### src/rtl/atm_pkg.sv
// rtl/atm_pkg.sv - shared types and key codes for the ATM PIN entry block
package atm_pkg;

    typedef enum logic [2:0] {
        ST_IDLE    = 3'd0,
        ST_COLLECT = 3'd1,
        ST_CHECK   = 3'd2,
        ST_GRANTED = 3'd3,
        ST_LOCKED  = 3'd4
    } state_t;

    typedef logic [3:0] digit_t;

    localparam digit_t KEY_CLEAR  = 4'hA;
    localparam digit_t KEY_ENTER  = 4'hB;
    localparam digit_t KEY_CANCEL = 4'hC;

    function automatic logic is_digit(input digit_t code);
        return code <= 4'd9;
    endfunction

endpackage

### src/rtl/atm_idle_timer.sv
// rtl/atm_idle_timer.sv - loadable down-counter flagging inactivity expiry
module atm_idle_timer #(
    parameter int W = 10
) (
    input  logic         clk,
    input  logic         rst_n,
    input  logic         load_i,
    input  logic         en_i,
    input  logic [W-1:0] load_val_i,
    output logic         expire_o
);

    logic [W-1:0] cnt_q;
    logic [W-1:0] cnt_d;

    always_comb begin
        cnt_d = cnt_q;
        if (load_i) begin
            cnt_d = load_val_i;
        end else if (en_i && (cnt_q != '0)) begin
            cnt_d = cnt_q - 1'b1;
        end
    end

    always_ff @(posedge clk) begin
        if (!rst_n) begin
            cnt_q <= '0;
        end else begin
            cnt_q <= cnt_d;
        end
    end

    assign expire_o = en_i && !load_i && (cnt_q == '0);

endmodule

### src/rtl/atm_pin_entry.sv
// rtl/atm_pin_entry.sv - keypad PIN collector/verifier with attempt counting and card lock
// Optional inactivity timeout in COLLECT enabled by ATM_PIN_TIMEOUT_EN.
module atm_pin_entry
    import atm_pkg::*;
#(
    parameter  int NUM_DIGITS     = 4,
    parameter  int MAX_TRIES      = 3,
    parameter  int TIMEOUT_CYCLES = 1000,
    localparam int TRY_W          = $clog2(MAX_TRIES + 1)
) (
    input  logic                    clk,
    input  logic                    rst_n,
    input  logic                    card_valid,
    input  logic [7:0]              card_no,
    input  logic [4*NUM_DIGITS-1:0] ref_pin,
    input  logic                    key_valid,
    input  logic [3:0]              key_code,
    output logic                    key_ready,
    output logic                    pin_ok,
    output logic                    pin_fail,
    output logic                    card_locked,
    output logic [TRY_W-1:0]        tries_left,
    output logic                    timeout
);

    localparam int PW = 4 * NUM_DIGITS;
    localparam int CW = $clog2(NUM_DIGITS + 1);

    state_t           state_q, state_d;
    logic [PW-1:0]    buf_q, buf_d;
    logic [CW-1:0]    cnt_q, cnt_d;
    logic [PW-1:0]    ref_q, ref_d;
    logic [TRY_W-1:0] tries_q, tries_d;
    logic             lock_valid_q, lock_valid_d;
    logic [7:0]       lock_card_q, lock_card_d;
    logic             card_prev_q;
    logic             pin_ok_q, pin_ok_d;
    logic             pin_fail_q, pin_fail_d;
    logic             timeout_q, timeout_d;
    logic             key_acc;
    logic             tmr_expire;

    assign key_acc = key_valid && (state_q == ST_COLLECT);

`ifdef ATM_PIN_TIMEOUT_EN
    localparam int TW = $clog2(TIMEOUT_CYCLES + 1);
    logic tmr_load;

    // Reload whenever COLLECT is (re)entered or a key lands while staying there.
    assign tmr_load = (state_d == ST_COLLECT) && ((state_q != ST_COLLECT) || key_acc);

    atm_idle_timer #(.W(TW)) u_idle_timer (
        .clk        (clk),
        .rst_n      (rst_n),
        .load_i     (tmr_load),
        .en_i       (state_q == ST_COLLECT),
        .load_val_i (TW'(TIMEOUT_CYCLES - 1)),
        .expire_o   (tmr_expire)
    );
`else
    // Constant low; the comparison only keeps the parameter referenced.
    assign tmr_expire = (TIMEOUT_CYCLES < 0);
`endif

    always_comb begin
        state_d      = state_q;
        buf_d        = buf_q;
        cnt_d        = cnt_q;
        ref_d        = ref_q;
        tries_d      = tries_q;
        lock_valid_d = lock_valid_q;
        lock_card_d  = lock_card_q;
        pin_ok_d     = 1'b0;
        pin_fail_d   = 1'b0;
        timeout_d    = 1'b0;

        if ((state_q != ST_IDLE) && !card_valid) begin
            state_d = ST_IDLE;
            buf_d   = '0;
            cnt_d   = '0;
        end else begin
            case (state_q)
                ST_IDLE: begin
                    if (card_valid && !card_prev_q) begin
                        if (lock_valid_q && (card_no == lock_card_q)) begin
                            state_d = ST_LOCKED;
                            tries_d = '0;
                        end else begin
                            state_d = ST_COLLECT;
                            tries_d = TRY_W'(MAX_TRIES);
                            buf_d   = '0;
                            cnt_d   = '0;
                            ref_d   = ref_pin;
                        end
                    end
                end
                ST_COLLECT: begin
                    if (key_acc) begin
                        if (is_digit(key_code)) begin
                            if (cnt_q < CW'(NUM_DIGITS)) begin
                                buf_d = {buf_q[PW-5:0], key_code};
                                cnt_d = cnt_q + 1'b1;
                            end
                        end else if (key_code == KEY_CLEAR) begin
                            buf_d = '0;
                            cnt_d = '0;
                        end else if (key_code == KEY_CANCEL) begin
                            state_d = ST_IDLE;
                            buf_d   = '0;
                            cnt_d   = '0;
                        end else if (key_code == KEY_ENTER) begin
                            state_d = ST_CHECK;
                        end
                    end else if (tmr_expire) begin
                        state_d   = ST_IDLE;
                        timeout_d = 1'b1;
                        buf_d     = '0;
                        cnt_d     = '0;
                    end
                end
                ST_CHECK: begin
                    if ((buf_q == ref_q) && (cnt_q == CW'(NUM_DIGITS))) begin
                        state_d  = ST_GRANTED;
                        pin_ok_d = 1'b1;
                    end else begin
                        pin_fail_d = 1'b1;
                        tries_d    = (tries_q == '0) ? '0 : tries_q - 1'b1;
                        buf_d      = '0;
                        cnt_d      = '0;
                        if (tries_q <= TRY_W'(1)) begin
                            state_d      = ST_LOCKED;
                            lock_valid_d = 1'b1;
                            lock_card_d  = card_no;
                        end else begin
                            state_d = ST_COLLECT;
                        end
                    end
                end
                ST_GRANTED, ST_LOCKED: begin
                end
                default: state_d = ST_IDLE;
            endcase
        end
    end

    always_ff @(posedge clk) begin
        if (!rst_n) begin
            state_q      <= ST_IDLE;
            buf_q        <= '0;
            cnt_q        <= '0;
            ref_q        <= '0;
            tries_q      <= '0;
            lock_valid_q <= 1'b0;
            lock_card_q  <= '0;
            card_prev_q  <= 1'b0;
            pin_ok_q     <= 1'b0;
            pin_fail_q   <= 1'b0;
            timeout_q    <= 1'b0;
        end else begin
            state_q      <= state_d;
            buf_q        <= buf_d;
            cnt_q        <= cnt_d;
            ref_q        <= ref_d;
            tries_q      <= tries_d;
            lock_valid_q <= lock_valid_d;
            lock_card_q  <= lock_card_d;
            card_prev_q  <= card_valid;
            pin_ok_q     <= pin_ok_d;
            pin_fail_q   <= pin_fail_d;
            timeout_q    <= timeout_d;
        end
    end

    assign key_ready   = (state_q == ST_COLLECT);
    assign card_locked = (state_q == ST_LOCKED);
    assign pin_ok      = pin_ok_q;
    assign pin_fail    = pin_fail_q;
    assign timeout     = timeout_q;
    assign tries_left  = tries_q;

endmodule

### config.mk
export PLATFORM = sky130hd
export DESIGN_NAME = atm_pin_entry
export DESIGN_NICKNAME = d
export VERILOG_FILES = /design/src/rtl/atm_pkg.sv /design/src/rtl/atm_idle_timer.sv /design/src/rtl/atm_pin_entry.sv
export SDC_FILE = /design/constraint.sdc
export NUM_CORES = 1
export LEC_CHECK = 0
export BUFFER_PORTS_ARGS = -buffer_cell sky130_fd_sc_hd__buf_2
export CORE_MARGIN = 2
export CORE_UTILIZATION = 25
export CTS_CLUSTER_DIAMETER = 100
export DETAILED_ROUTE_END_ITERATION = 8
export GPL_ROUTABILITY_DRIVEN = 0
export PLACE_DENSITY = 0.42
export SLEW_MARGIN = 20
export SYNTH_ARGS = -nofsm -noshare
export SYNTH_HDL_FRONTEND = slang
export SYNTH_SLANG_ARGS = --single-unit
### constraint.sdc
create_clock -name clk -period 2.65 [get_ports clk]
set_clock_uncertainty 0.15 [all_clocks]
set_input_delay 0.1325 -clock clk [delete_from_list [all_inputs] [get_ports clk]]
set_output_delay 0.1325 -clock clk [all_outputs]
set_load 0.005 [all_outputs]
== After elaboration in Yosys (flattened, before gate mapping) ==
Cells that the tools add are included.
Word-level totals
  register bits: 52
  input port bits: 32
  output and inout bits: 7
  word-level logic and storage cells: 95
Operators by class
  order comparisons: 3
  muxes and demuxes: 35
  eq/ne operators: 19
  bitwise logic cells: 6
  reductions and logical operators: 20
  $add $sub $neg: 2
Operators by type and width (count)
  16-bit 2-to-1 mux: 8
  3-bit 2-to-1 mux: 17
  16-bit one-hot mux with 3 select lines: 1
  16-bit equality test: 1
  4-bit equality test, second input constant: 3
  3-bit one-hot mux with 4 select lines: 1
  4-bit AND reduction: 3
  2-bit != test, second input constant: 5
  3-bit one-hot mux with 3 select lines: 1
  8-bit equality test: 1
  2-bit 2-to-1 mux: 4
  7-bit AND reduction: 1
  3-bit by 2-bit equality test with 1-bit output, second input constant: 2
  3-bit equality test, second input constant: 2
  1-bit NOT: 6
  6-bit AND reduction: 1
  3-bit nonzero test: 2
  1-bit logical AND: 5
  4-bit less-or-equal comparator, second input constant: 1
  4-bit by 1-bit != test with 1-bit output, second input constant: 1
  2-bit one-hot mux with 2 select lines: 1
  2-bit OR reduction: 2
  3-bit by 1-bit adder with 3-bit output, second input constant: 1
  3-bit by 1-bit equality test with 1-bit output, second input constant: 1
  other kinds (12): 14

== Longest topological paths before layout ==
  depth in word-level cells: 7
  depth in mapped cells: 9
  mapped depth without buffers: 8

== Least setup slack after synthesis ==
OpenSTA, ideal clock, no wires.
  path type: register to register
  start: reg state_q[0]
  end: reg buf_q[0]
  data required time: 2.428 ns
  path buffers: 3
  stages on the path, launching flop included: 10
  library setup time: 0.072 ns
  data arrival time: 1.695 ns
  path slack: 0.734 ns
  period minus slack after synthesis: 1.916 ns
  path through: dfxtp_1 -> buf_4 -> nor3b_2 -> a2111oi_2 -> a41o_1 -> a21o_1 -> nor3_2 -> buf_6 -> buf_12 -> mux2i_1
On the way
  cells in the longest elaborated chain, start to end: 4
  elaborated cells between the ends (all ways): 16
  classes of those cells: eq/ne: 8; mux: 1; reduce/logical: 7
Ends and longest elaborated chain
  start: declaration: line atm_pin_entry.sv:29  | state_t state_q, state_d;
  start signal: assignment: line atm_pin_entry.sv:160  | state_q <= state_d;
  3-bit by 1-bit equality test with 1-bit output: line atm_pin_entry.sv:43, atm_pin_entry.sv:82
  1-bit logical AND: line atm_pin_entry.sv:43  | assign key_acc = key_valid && (state_q == ST_COLLECT);
  2-bit by 1-bit != test with 1-bit output (no source line)
  7-bit AND reduction (no source line)
  end signal: assignment: line atm_pin_entry.sv:161  | buf_q <= buf_d;
  end: declaration: line atm_pin_entry.sv:30  | logic [PW-1:0] buf_q, buf_d;
Several ways; a longest one is shown, not always the timed one.
A chain may end at the register's enable or synchronous reset.

== Worst setup path after layout ==
  start: reg state_q[0]
  end: reg buf_q[8]
The elaborated chain is that of the path after synthesis.

==> summary.md <==
TritonCTS built the clock tree. In the routed design, unresolved DRC markers number 0. Clock tree synthesis selected as its root buffer the cell sky130_fd_sc_hd__clkbuf_8. The H-tree was split into 2 levels. The fmax came out at 444 MHz. The initial antenna violation count came out at 0. After detailed placement, the total cell area comes to 2950 sq um. The share of layout cells above drive strength 1 was 0.178. The die is 107 microns wide. Across all setup checks in the final design, the least slack found is 0.397 ns. Along the worst path, the maximum fanout reaches 13. For the worst setup timing slack at the placement stage, the log shows 0.0600 ns. The proportion of synthesized flip-flops having asynchronous set or reset was 0; the port buffer count was 37. The finished cells cover 3340 sq um. The critical path is of the flop to flop type. The number of nets handed over by synthesis was 345. Via count of the first global-routing pass: 2225. By count the netlist is led by sky130_fd_sc_hd__nand2_1 (66), sky130_fd_sc_hd__dfxtp_1 (52), sky130_fd_sc_hd__o21ai_0 (31). The final count of pins violating max slew was 0; the clock-pin slew reported for the worst setup and hold paths after clock tree synthesis was 0.10 ns. The area growth from synthesis to layout was 26.7%; the static leakage was 1.38 nW.

The most common cell in the synthesized netlist is sky130_fd_sc_hd__nand2_1. The average cell area after synthesis came out at 8.48 sq um. The half-perimeter wire length after detailed placement was 4.44 mm. The worst hold path belongs to the class input port to flop. For this run, the number of standard cells in the final layout without fillers is 512. The total grt overflow is 0, and the maximum number of pins on one net before global-route repair is 40.

In the final routed layout, each cell accounts on average for 12.0 microns. The worst path needs 2.25 ns of the cycle, external delays included. The flow ran to the end, and the final reports show no timing, DRC or antenna violations.

Initial standard-cell utilization of the core: 0.257. After synthesis, the cell types taking the most area are sky130_fd_sc_hd__dfxtp_1 (39%), sky130_fd_sc_hd__nand2_1 (9.4%), sky130_fd_sc_hd__mux2i_1 (7.6%), sky130_fd_sc_hd__o21ai_0 (5.9%), sky130_fd_sc_hd__xor2_1 (5.6%). The die covers 11400 sq um.

The logs give 0.534 for the worst-case headroom to the max-slew limit and 5 for the TritonCTS buffer count. After clock tree synthesis, the setup repair step added 0 buffers. The sink count of the clock tree is 52, and the count of antenna-violating nets left after detailed routing is 0. The number of placed cells counting well taps is 475, and the maximum resistive drop on vdd is 225 uV. The final worst-path cycle share works out to 0.850. Setup violations remaining at the end of the flow were counted as 0.

The boundary pin count was 39; the area of all sequential standard cells was 1040 sq um. The slew at the pin with the worst max-slew slack came out at 0.698 ns. The final total negative setup slack came out at 0 ns. The run gives 0 as the synthesis warning total. The number of vias after detailed routing is 2243, and the synthesized flop and latch total is 52.

The fraction of the yosys area taken by sequential cells was 0.394. The required time of the critical path came out at 2.73 ns. Post-cts sizing count: 0.

STA classifies the critical path endpoint as a flop. The repair_antennas step left the layout with diodes totalling 0. After the first detailed-routing iteration, the DRC count stood at 88.

The area share of the largest cell type after synthesis works out to 0.394. The cell type with the largest total area after synthesis is sky130_fd_sc_hd__dfxtp_1. The hold violation count in the final report is 0. Counting distinct cell types in the post-synthesis netlist gives 48.

Fill cells in the final layout number 1121. The synthesized design contains 0 enable-type register cells. The final core utilization was 0.325; the first-pass iteration count of the detailed router was 4.

STA puts the critical path data arrival time at 2.33 ns. The number of vias per cell after detailed routing was 4.38; the slack of the worst reg-to-reg path was 0.40 ns. The first-pass GRT wire length is 10.7 mm. At the later pin of the worst-skew pair, clock insertion delay measures 0.30 ns. Among all flip-flop cells after synthesis, the most frequent one is sky130_fd_sc_hd__dfxtp_1. Synthesis produced 311 cells. At the end of the flow, the number of nets in the layout was 409. The cell area that synthesis handed to floorplanning was 2640 sq um. Setup repair after global routing left no endpoint under its margin. The area of the core region is 10300 sq um, and the number of max-cap violations is 0.

Power spread over the standard cell area amounts to 709 nW/um^2. The floorplan has 37 rows. The die outline height came out at 107 microns. In the final layout, the multi-input gates occupy 1460 sq um. For this block, the routed nets add up to 6.12 mm of wire.

STA classifies the critical path startpoint as a flop. The total global routing track utilization came out at 0.115. The run gives 2 as the maximum number of buffers from clock root to sink.
-- routing by layer --
layer / up-vias / global-route usage / wire length [microns]
li1: 1185 / - / -
met1: 1016 / 0.167 / 3270
met2: 38 / 0.176 / 2610
met3: 4 / 0.0182 / 175
met4: 0 / 0.0325 / 63
met5: - / 0 / 0
-- area by class of cell --
cell class / instances / share of cell area
Tap cell: 136 / 0.0509
Clock inverter: 1 / 0.00225
Clock buffer: 7 / 0.0258
Sequential cell: 52 / 0.311
Timing Repair Buffer: 75 / 0.164
Inverter: 8 / 0.00898
Multi-Input combinational cell: 233 / 0.437
-- cells in the final DEF, fill, tap and decap left out, types with 2 or more instances in the layout --
master                          synthesis  layout
sky130_fd_sc_hd__buf_4                  2       9
sky130_fd_sc_hd__nor2_2                 1       2
sky130_fd_sc_hd__ha_1                   2       2
sky130_fd_sc_hd__nand4b_1               2       2
sky130_fd_sc_hd__dfxtp_1               52      52
sky130_fd_sc_hd__dlygate4sd3_1          0      28
sky130_fd_sc_hd__and2b_1                2       2
sky130_fd_sc_hd__o21ai_0               31      31
sky130_fd_sc_hd__inv_1                  8       8
sky130_fd_sc_hd__o21a_1                 2       2
sky130_fd_sc_hd__buf_2                  6      37
sky130_fd_sc_hd__a21boi_0              18      18
sky130_fd_sc_hd__nand3_1               12      12
sky130_fd_sc_hd__and3_1                 3       3
sky130_fd_sc_hd__clkbuf_8               0       6
sky130_fd_sc_hd__a21oi_1                6       6
sky130_fd_sc_hd__xor2_1                17      17
sky130_fd_sc_hd__nor3_4                 1       2
sky130_fd_sc_hd__mux2i_1               20      20
sky130_fd_sc_hd__xnor2_1                7       7
sky130_fd_sc_hd__nand4_1                2       2
sky130_fd_sc_hd__nor2_1                 6       5
sky130_fd_sc_hd__nor3_1                 8       8
sky130_fd_sc_hd__nand2b_1               3       3
sky130_fd_sc_hd__nand2_1               66      66
sky130_fd_sc_hd__nor4_1                 4       3
-- timing repair --
action,in CTS,in global routing
hold endpoints to repair,28,0
setup endpoints to repair,0,0
hold buffers,28,0
-- stage by stage --
step | power [mW] | hold WS, ns
CTS | 2.38 | 0.0702
finish | 2.37 | 0.0691
global route | 2.56 | 0.0893
global placement | 1.87 | 0.234
detailed placement | 1.87 | 0.244
floorplan | 1.70 | 0.120
-- sequential cells by signal (all words and copies together) (netlist names), 2 cells and up --
signal       count
tries_left       2
cnt_q            3
ref_q           16
lock_card_q      8
buf_q           16
state_q          3
-- power breakdown --
group          internal (mW)  leakage [nW]  switching (mW)
logic                  0.414         0.910           0.521
registers              0.875         0.422          0.0847
clock network          0.213        0.0445           0.261
-- critical path: stages (launching register included) --
cell                        delay (ns)
sky130_fd_sc_hd__dfxtp_1          0.42
sky130_fd_sc_hd__nor3b_2          0.24
sky130_fd_sc_hd__a2111oi_2        0.09
sky130_fd_sc_hd__a41o_1           0.23
sky130_fd_sc_hd__a21o_1           0.19
sky130_fd_sc_hd__nor3_4           0.41
sky130_fd_sc_hd__buf_8            0.24
sky130_fd_sc_hd__mux2i_1          0.20
-- cells by family (layout without fill, tap and decap cells) --
kind of cell	Yosys count	in the layout	share of synthesized area
AND/OR/NAND/NOR	118	118	0.214
AO/OA/AOI/OAI	67	67	0.163
flip-flops	52	52	0.395
buffers and inverters	26	91	0.0578
XOR/XNOR	24	24	0.0797
multiplexers	20	20	0.0759
adder cells (fa/ha/maj)	3	3	0.0133
other	1	1	0.00142
-- worst paths after layout --
kind	startpoint	end	depth (start not counted)
worst min register to register	lock_valid_q	lock_valid_q	2
worst min-delay path	card_valid	card_prev_q	3
worst max register to register	state_q[0]	buf_q[8]	7
worst max-delay path	state_q[0]	buf_q[8]	7
No activity file was read; power rests on OpenSTA's default activity.
